File: src/rtl/uart_tx_pkg.sv
// Shared types and constants for the UART transmit engine.
package uart_tx_pkg;

    typedef enum logic [2:0] {
        IDLE   = 3'd0,
        START  = 3'd1,
        DATA   = 3'd2,
        PARITY = 3'd3,
        STOP   = 3'd4
    } uart_tx_state_e;

    localparam logic PAR_EVEN = 1'b0;
    localparam logic PAR_ODD  = 1'b1;

    localparam int unsigned DATA_WIDTH_MIN = 5;
    localparam int unsigned DATA_WIDTH_MAX = 9;

endpackage

File: src/rtl/uart_tx_parity.sv
// Combinational parity generator: even or odd parity over a data word.
module uart_tx_parity
    import uart_tx_pkg::*;
#(
    parameter int unsigned DATA_WIDTH = 8
) (
    input  logic [DATA_WIDTH-1:0] data,
    input  logic                  par_typ,
    output logic                  par_bit
);

    assign par_bit = (^data) ^ (par_typ == PAR_ODD);

endmodule

File: src/rtl/uart_tx_engine.sv
// UART transmit engine: one clock per bit, optional parity, one or two stop bits,
// back-to-back frames accepted in the final stop cycle.
module uart_tx_engine
    import uart_tx_pkg::*;
#(
    parameter int unsigned DATA_WIDTH = 8
) (
    input  logic                  CLK,
    input  logic                  RST,
    input  logic [DATA_WIDTH-1:0] P_DATA,
    input  logic                  DATA_VALID,
    input  logic                  PAR_EN,
    input  logic                  PAR_TYP,
    input  logic                  STOP2,
    output logic                  TX_OUT,
    output logic                  BUSY,
    output logic                  DATA_ACK
);

    localparam int unsigned     CW      = $clog2(DATA_WIDTH);
    localparam logic [CW-1:0]   LastBit = CW'(DATA_WIDTH - 1);
    localparam logic [CW-1:0]   CntOne  = CW'(1);

    uart_tx_state_e        state_q, state_d;
    logic [DATA_WIDTH-1:0] shift_q, shift_d;
    logic [CW-1:0]         bit_cnt_q, bit_cnt_d;
    logic                  stop_cnt_q, stop_cnt_d;
    logic                  par_en_q, par_en_d;
    logic                  par_typ_q, par_typ_d;
    logic                  stop2_q, stop2_d;
    logic                  tx_q, tx_d;
    logic                  busy_q, busy_d;
    logic                  ack_q, ack_d;
    logic                  par_bit;
    logic                  last_stop;
    logic                  accept;

    // The shift register rotates, so its XOR always equals the captured word's XOR.
    uart_tx_parity #(
        .DATA_WIDTH(DATA_WIDTH)
    ) u_parity (
        .data   (shift_q),
        .par_typ(par_typ_q),
        .par_bit(par_bit)
    );

    assign last_stop = (state_q == STOP) && (stop_cnt_q || !stop2_q);
    assign accept    = DATA_VALID && ((state_q == IDLE) || last_stop);

    always_comb begin
        state_d    = IDLE;
        shift_d    = shift_q;
        bit_cnt_d  = bit_cnt_q;
        stop_cnt_d = stop_cnt_q;
        par_en_d   = par_en_q;
        par_typ_d  = par_typ_q;
        stop2_d    = stop2_q;
        tx_d       = 1'b1;
        busy_d     = 1'b0;
        ack_d      = 1'b0;

        if (accept) begin
            state_d   = START;
            shift_d   = P_DATA;
            par_en_d  = PAR_EN;
            par_typ_d = PAR_TYP;
            stop2_d   = STOP2;
            tx_d      = 1'b0;
            busy_d    = 1'b1;
            ack_d     = 1'b1;
        end else begin
            case (state_q)
                IDLE: ;
                START: begin
                    state_d   = DATA;
                    tx_d      = shift_q[0];
                    shift_d   = {shift_q[0], shift_q[DATA_WIDTH-1:1]};
                    bit_cnt_d = '0;
                    busy_d    = 1'b1;
                end
                DATA: begin
                    busy_d = 1'b1;
                    if (bit_cnt_q == LastBit) begin
                        stop_cnt_d = 1'b0;
                        if (par_en_q) begin
                            state_d = PARITY;
                            tx_d    = par_bit;
                        end else begin
                            state_d = STOP;
                        end
                    end else begin
                        state_d   = DATA;
                        tx_d      = shift_q[0];
                        shift_d   = {shift_q[0], shift_q[DATA_WIDTH-1:1]};
                        bit_cnt_d = bit_cnt_q + CntOne;
                    end
                end
                PARITY: begin
                    state_d    = STOP;
                    busy_d     = 1'b1;
                    stop_cnt_d = 1'b0;
                end
                STOP: begin
                    if (!last_stop) begin
                        state_d    = STOP;
                        busy_d     = 1'b1;
                        stop_cnt_d = 1'b1;
                    end
                end
                default: ;
            endcase
        end
    end

    always_ff @(posedge CLK) begin
        if (!RST) begin
            state_q    <= IDLE;
            shift_q    <= '0;
            bit_cnt_q  <= '0;
            stop_cnt_q <= 1'b0;
            par_en_q   <= 1'b0;
            par_typ_q  <= 1'b0;
            stop2_q    <= 1'b0;
            tx_q       <= 1'b1;
            busy_q     <= 1'b0;
            ack_q      <= 1'b0;
        end else begin
            state_q    <= state_d;
            shift_q    <= shift_d;
            bit_cnt_q  <= bit_cnt_d;
            stop_cnt_q <= stop_cnt_d;
            par_en_q   <= par_en_d;
            par_typ_q  <= par_typ_d;
            stop2_q    <= stop2_d;
            tx_q       <= tx_d;
            busy_q     <= busy_d;
            ack_q      <= ack_d;
        end
    end

    assign TX_OUT   = tx_q;
    assign BUSY     = busy_q;
    assign DATA_ACK = ack_q;

endmodule
File: config.mk
export PLATFORM = sky130hd
export DESIGN_NAME = uart_tx_engine
export DESIGN_NICKNAME = d
export VERILOG_FILES = /design/src/rtl/uart_tx_pkg.sv /design/src/rtl/uart_tx_parity.sv /design/src/rtl/uart_tx_engine.sv
export SDC_FILE = /design/constraint.sdc
export NUM_CORES = 1
export LEC_CHECK = 0
export CAP_MARGIN = 10
export CORE_ASPECT_RATIO = 1.5
export CORE_MARGIN = 5
export CORE_UTILIZATION = 50
export DETAILED_ROUTE_END_ITERATION = 8
export DONT_BUFFER_PORTS = 1
export PLACE_DENSITY_LB_ADDON = 0.2
export SETUP_SLACK_MARGIN = 0.1
export SLEW_MARGIN = 5
export SYNTH_ARGS = -nofsm -noshare
export SYNTH_HDL_FRONTEND = slang
export SYNTH_SLANG_ARGS = --single-unit
File: constraint.sdc
create_clock -name CLK -period 2.1 [get_ports CLK]
set_input_delay 0.42 -clock CLK [delete_from_list [all_inputs] [get_ports CLK]]
set_output_delay 0.42 -clock CLK [all_outputs]
set_load 0.02 [all_outputs]
==> flow_summary.yaml, run 1 <==
run_status:
  status: "finished clean"
cts:
  clk_latency_ns: 0.29
  clk_pin_slew_ns: 0.11
  clock-sinks: 21
  htree_levels: 1
  clock-root-buffer: "clkbuf_4"
  cts.path.max_buffers: 2
  cts-resized-gates: 0
  postCtsSetupRepairBufs: 0
  cts_inserted_buffers: 3
  cts_tree: "yes"
  postCtsHoldBufs: 0
power:
  vdd_drop_max_v: 0.000488
  powerDensity_nw_per_um2: 716
  p_leak_nw: 0.404
layout:
  final_area_um2: 1100
  fin_nets: 130
  utilization: 0.534
  layout_common_cells: "21 x dfxtp_1, 11 x nand3_1, 11 x nand2_1"
  syn_to_final_growth_pct: -0.0000912
  antenna_cells: 0
  drive_gt1_frac: 0.0796
  final_common_cell: "dfxtp_1"
sta:
  fin_crit_ns: 1.71
  finalSetupViolations: 0
  rsz0062_at_grt: "no"
  finClkSkew_ns: 0.00345
  post-route-period-util: 0.813
  fmax_mhz: 585
  tns_ns: 0
  relSlewSlack: 0.633
  finalHoldViolations: 0
  timing.hold.ws_ns: 0.235
  maxSlewViolCount: 0
  worstMarginPinSlew_ns: 0.548
grt:
  antenna_found_initial: 0
  grt_pass1_wl_um: 3880
  grt_pass1_vias: 865
  grt_max_degree: 23
  grt_util_all_layers: 0.165
  gr-total-overflow: 0
floorplanning:
  initial_core_util: 0.534
  num_io_pins: 17
  dieArea_um2: 3250
  core-area_um2: 2050
  fp.dieH_um: 67.3
  fp-row-count: 20
  die_w_um: 48.2
setup_path:
  crit_slowest_cell: "dfxtp_1"
  worst-endpoint-arrival_ns: 1.90
  cp_common_cell: "ha_1"
  crit_path_cell_trace: "ha_1, ha_1, nor3b_2, o21ba_2, mux2i_1, nor2b_1"
  critPathRequiredTime_ns: 2.30
  critPathKind: "reg -> reg"
  start_kind: "register"
  crit_fanout: 11
  max_stage_delay_ns: 0.35
  end_kind: "register"
yosys:
  synth_area_per_cell_um2: 9.45
  yosys.cell_types.count: 37
  ys_warn_count: 0
  synth_edf_count: 0
  ys_seq_area_frac: 0.384
  async_flop_share: 0
  ys.flop_type: "dfxtp_1"
  mappedNetlistNets: 132
  synth-seq-cells: 21
  syn-cell-area_um2: 1100
  synth_cells: 116
route:
  ant_nets: 0
  drc: 0
  post_drt_wl_per_cell_um: 16.2
  drtIter0Drc: 9
  wl_um: 2190
  viasPerCell: 6.01
  vias: 811
  drtPass1Iterations: 4
place:
  dp_hpwl_um: 1540
  placedInstanceArea_um2: 1070
  io_buffers: 0
  gp_congestion: 0.765
flow_run:
  max-cap-violations: 0
min_path:
  hold_path.class: "in -> reg"
[per-stage QoR]
step | instances | setup slack (ns) | power [W]
2_1_floorplan | 116 | 0.617 | 0.000593
4_1_cts | 135 | 0.385 | 0.000798
3_5_place_dp | 131 | 0.397 | 0.000605
3_3_place_gp | 131 | 0.467 | 0.000600
5_1_grt | 135 | 0.268 | 0.000840
6_report | 135 | 0.392 | 0.000784
[Yosys cell counts (2+ instances only)]
master    number  share of area
a21boi_0      10          0.068
nor3b_1        3          0.021
xnor2_1        3          0.024
nand3_1       11          0.050
and2_1         2          0.011
nand2_1       11          0.038
nor3_1         2         0.0091
clkbuf_1       2         0.0069
ha_1           2          0.023
xor2_1         3          0.024
nor2b_1        5          0.029
a21oi_1        3          0.014
buf_6          3          0.031
a22oi_1        9          0.062
dfxtp_1       21           0.38
o21ai_0        2         0.0091
a21boi_1       4          0.027
[where the power goes]
group          switching, W  leakage [nW]  internal [W]
logic             0.0000690         0.217     0.0000671
registers         0.0000349         0.172      0.000424
clock network      0.000115        0.0150     0.0000739
[per-layer routing]
metal	vias up	wire, um	global-route usage
met3	4	76	0.0400
li1	414	-	-
met1	378	927	0.212
met5	-	0	0
met2	15	1160	0.260
met4	0	27	0.0606
[final timing paths]
check / from / to / slack [ns] / cells past startpoint
setup reg to reg: bit_cnt_q[0] / bit_cnt_q[0] / 0.39 / 6
hold reg to reg: bit_cnt_q[2] / bit_cnt_q[2] / 0.47 / 2
hold / removal: RST / BUSY / 0.23 / 2
setup / recovery: bit_cnt_q[0] / bit_cnt_q[0] / 0.39 / 6
[sequential cells by signal (all words and copies together), names as in the netlist]
name        count
BUSY            1
bit_cnt_q       3
par_en_q        1
TX_OUT          1
stop2_q         1
shift_q         8
par_typ_q       1
stop_cnt_q      1
state_q         3
DATA_ACK        1
[cell families (layout without fill, tap and decap cells)]
| group | Yosys count | in the layout | synth area share |
|---|---|---|---|
| AOI/OAI and AO/OA | 34 | 34 | 0.231 |
| buffers and inverters | 8 | 5 | 0.0525 |
| adders and majority gates | 2 | 2 | 0.0228 |
| and+or+nand+nor | 43 | 43 | 0.233 |
| muxes | 1 | 1 | 0.00913 |
| DFF | 21 | 21 | 0.384 |
| xor gates and xnor gates | 7 | 7 | 0.0685 |
[worst max-delay path: cells and delay by family (launching register included)]
family	cells	cell delay (ns)
simple gates	2	0.29
mux	1	0.22
fa+ha+maj	2	0.45
compound gates	1	0.31
flops	1	0.35
[cell type report]
cell class                 instances  area [um2]
clock buffer                       4        26.3
tap                               22        27.5
fill                             207         956
multi-input combinational         87         618
inverter                           1        3.75
sequential                        21         420
No activity file was read; power rests on OpenSTA's default activity.
==> inputs of run 2 (changes only) <==
==> constraint.sdc (replaced) <==
create_clock -name CLK -period 1.6 [get_ports CLK]
set_input_delay 0.32 -clock CLK [delete_from_list [all_inputs] [get_ports CLK]]
set_output_delay 0.32 -clock CLK [all_outputs]
set_load 0.02 [all_outputs]
==> run 2 against run 1 <==
Compared with the run above: die area did not move; highest routed layer unchanged; setup slack got worse by 0.30 ns; global-route usage rose by 1.6 points; clock power rose by 44%; register-to-register slack got worse by 0.30 ns; sequential cell count did not move; clock skew rose by 0.0054 ns; power rose by 43%; worst hold slack got worse by 0.13 ns.
==> flow_summary.yaml, run 2 (synthesis results as in run 1) <==
setup_path:
  critPathRequiredTime_ns: 1.82
  end_kind: "register"
  critPathKind: "reg -> reg"
  crit_fanout: 6
  rrSetupSlack_ns: 0.09
  start_kind: "register"
  worst-endpoint-arrival_ns: 1.72
cts:
  clock-sinks: 21
  cts_inserted_buffers: 3
  htree_levels: 1
  clock-root-buffer: "clkbuf_4"
  postCtsHoldBufs: 0
  clk_pin_slew_ns: 0.13
  cts.path.max_buffers: 2
  cts_tree: "yes"
  clk_latency_ns: 0.32
sta:
  timing.hold.ws_ns: 0.100
  relSlewSlack: 0.750
  post-route-period-util: 0.942
  rsz0062_at_grt: "yes"
  fmax_mhz: 664
  finClkSkew_ns: 0.00886
  worstMarginPinSlew_ns: 0.375
  layout_setup_ws_ns: 0.0932
  maxSlewViolCount: 0
  fin_crit_ns: 1.51
  finalHoldViolations: 0
  finalSetupViolations: 0
grt:
  gr-total-overflow: 0
  antenna_found_initial: 0
  grt_pass1_wl_um: 4220
  grt_max_degree: 23
  grt_util_all_layers: 0.181
  grt_pass1_vias: 914
place:
  io_buffers: 0
  gp_congestion: 0.761
  dp_hpwl_um: 1680
  pre_cts_ws_ns: -0.00619
  dp_cells: 140
  placedInstanceArea_um2: 1140
floorplanning:
  fp.dieH_um: 67.3
  dieArea_um2: 3250
  fp-row-count: 20
  core-area_um2: 2050
  initial_core_util: 0.534
  num_io_pins: 17
  die_w_um: 48.2
layout:
  syn_to_final_growth_pct: 19.9
  reg_top3: "shift_q: 8 flops, bit_cnt_q: 3 flops, state_q: 3 flops"
  layout_common_cells: "18 x dfxtp_1, 10 x buf_4, 9 x a22oi_1, 9 x nand2_1, 7 x a21boi_1"
  regMostFlops: "shift_q"
  instances_no_fill: 148
  antenna_cells: 0
  fin_nets: 143
  final_area_um2: 1310
  final_common_cell: "dfxtp_1"
  largest_register_ffs: 8
  drive_gt1_frac: 0.317
route:
  vias: 889
  drc: 0
  drtIter0Drc: 32
  post_drt_wl_per_cell_um: 16.8
  viasPerCell: 6.01
  ant_nets: 0
  drtPass1Iterations: 4
  wl_um: 2480
  wl_met2_um: 1330
  wl_met1_um: 1020
  wl_met3_um: 73
  highest_layer: "met4"
power:
  p_leak_nw: 0.487
  powerDensity_nw_per_um2: 857
  vdd_drop_max_v: 0.000638
  p_total_w: 0.00113
run_status:
  status: "finished clean"
min_path:
  hold_path.class: "in -> reg"
flow_run:
  max-cap-violations: 0
-- run 2: cell count changes in the layout (fill, tap and decap cells not counted), sizes merged --
cell / before / now
clkinv: 0 / 1
clkbuf: 4 / 3
buf: 0 / 12
o21ba: 1 / 2
-- run 2: layer usage --
metal,global-route usage,vias to the layer above
met5,0,-
met4,0.0909,0
met1,0.216,422
met2,0.291,16
met3,0.0427,7
li1,-,444
-- run 2: final timing paths --
check,depth (start not counted),from,to
worst min-delay path,2,RST,BUSY
worst max-delay path,8,bit_cnt_q[0],shift_q[6]
worst min register to register,2,bit_cnt_q[1],bit_cnt_q[1]
worst max register to register,8,bit_cnt_q[0],shift_q[6]
-- run 2: what timing repair did --
action,4_1_cts,5_1_grt
setup endpoints to repair,11,13
gates resized for setup,16,15
pin swaps,4,12
cloned,1,0
setup buffers,2,1
-- run 2: cell type report --
cell class,count,area (um2)
fillers,156,738
multi-input cells,88,733
flip-flops and latches,21,424
repair buffers,12,97.6
well taps,22,27.5
clock buffers,3,22.5
clock inverters,1,5.00
inverters,1,3.75
-- run 2: critical path: stages, from the launching register on --
cell	delay [ns]
dfxtp_2	0.36
ha_4	0.16
ha_4	0.16
nor3b_4	0.23
buf_4	0.16
o21bai_4	0.06
buf_6	0.14
nand3_2	0.06
a21boi_1	0.06
-- run 2: where the power goes --
| group | switching [W] | internal (W) | total, W |
|---|---|---|---|
| sequential | 0.0000446 | 0.000558 | 0.000602 |
| clock | 0.000179 | 0.0000938 | 0.000273 |
| combinational | 0.000118 | 0.000133 | 0.000250 |
-- run 2: metrics by stage --
stage / TNS, ns / utilization
2_1_floorplan: 0 / -
3_3_place_gp: 0 / 0.554
3_5_place_dp: -0.00619 / 0.554
4_1_cts: 0 / 0.610
5_1_grt: 0 / 0.640
6_report: 0 / 0.640
==> inputs of run 3 (changes only) <==
--- a/config.mk
+++ b/config.mk
@@ -9,8 +9,10 @@
 export CORE_ASPECT_RATIO = 1.5
 export CORE_MARGIN = 5
 export CORE_UTILIZATION = 50
+export CTS_CLUSTER_DIAMETER = 150
 export DETAILED_ROUTE_END_ITERATION = 8
 export DONT_BUFFER_PORTS = 1
+export HOLD_SLACK_MARGIN = 0.06
 export PLACE_DENSITY_LB_ADDON = 0.2
 export SETUP_SLACK_MARGIN = 0.1
 export SLEW_MARGIN = 5
==> results of run 3 <==
The final DEF is identical to that of run 2; final timing and power are the same.
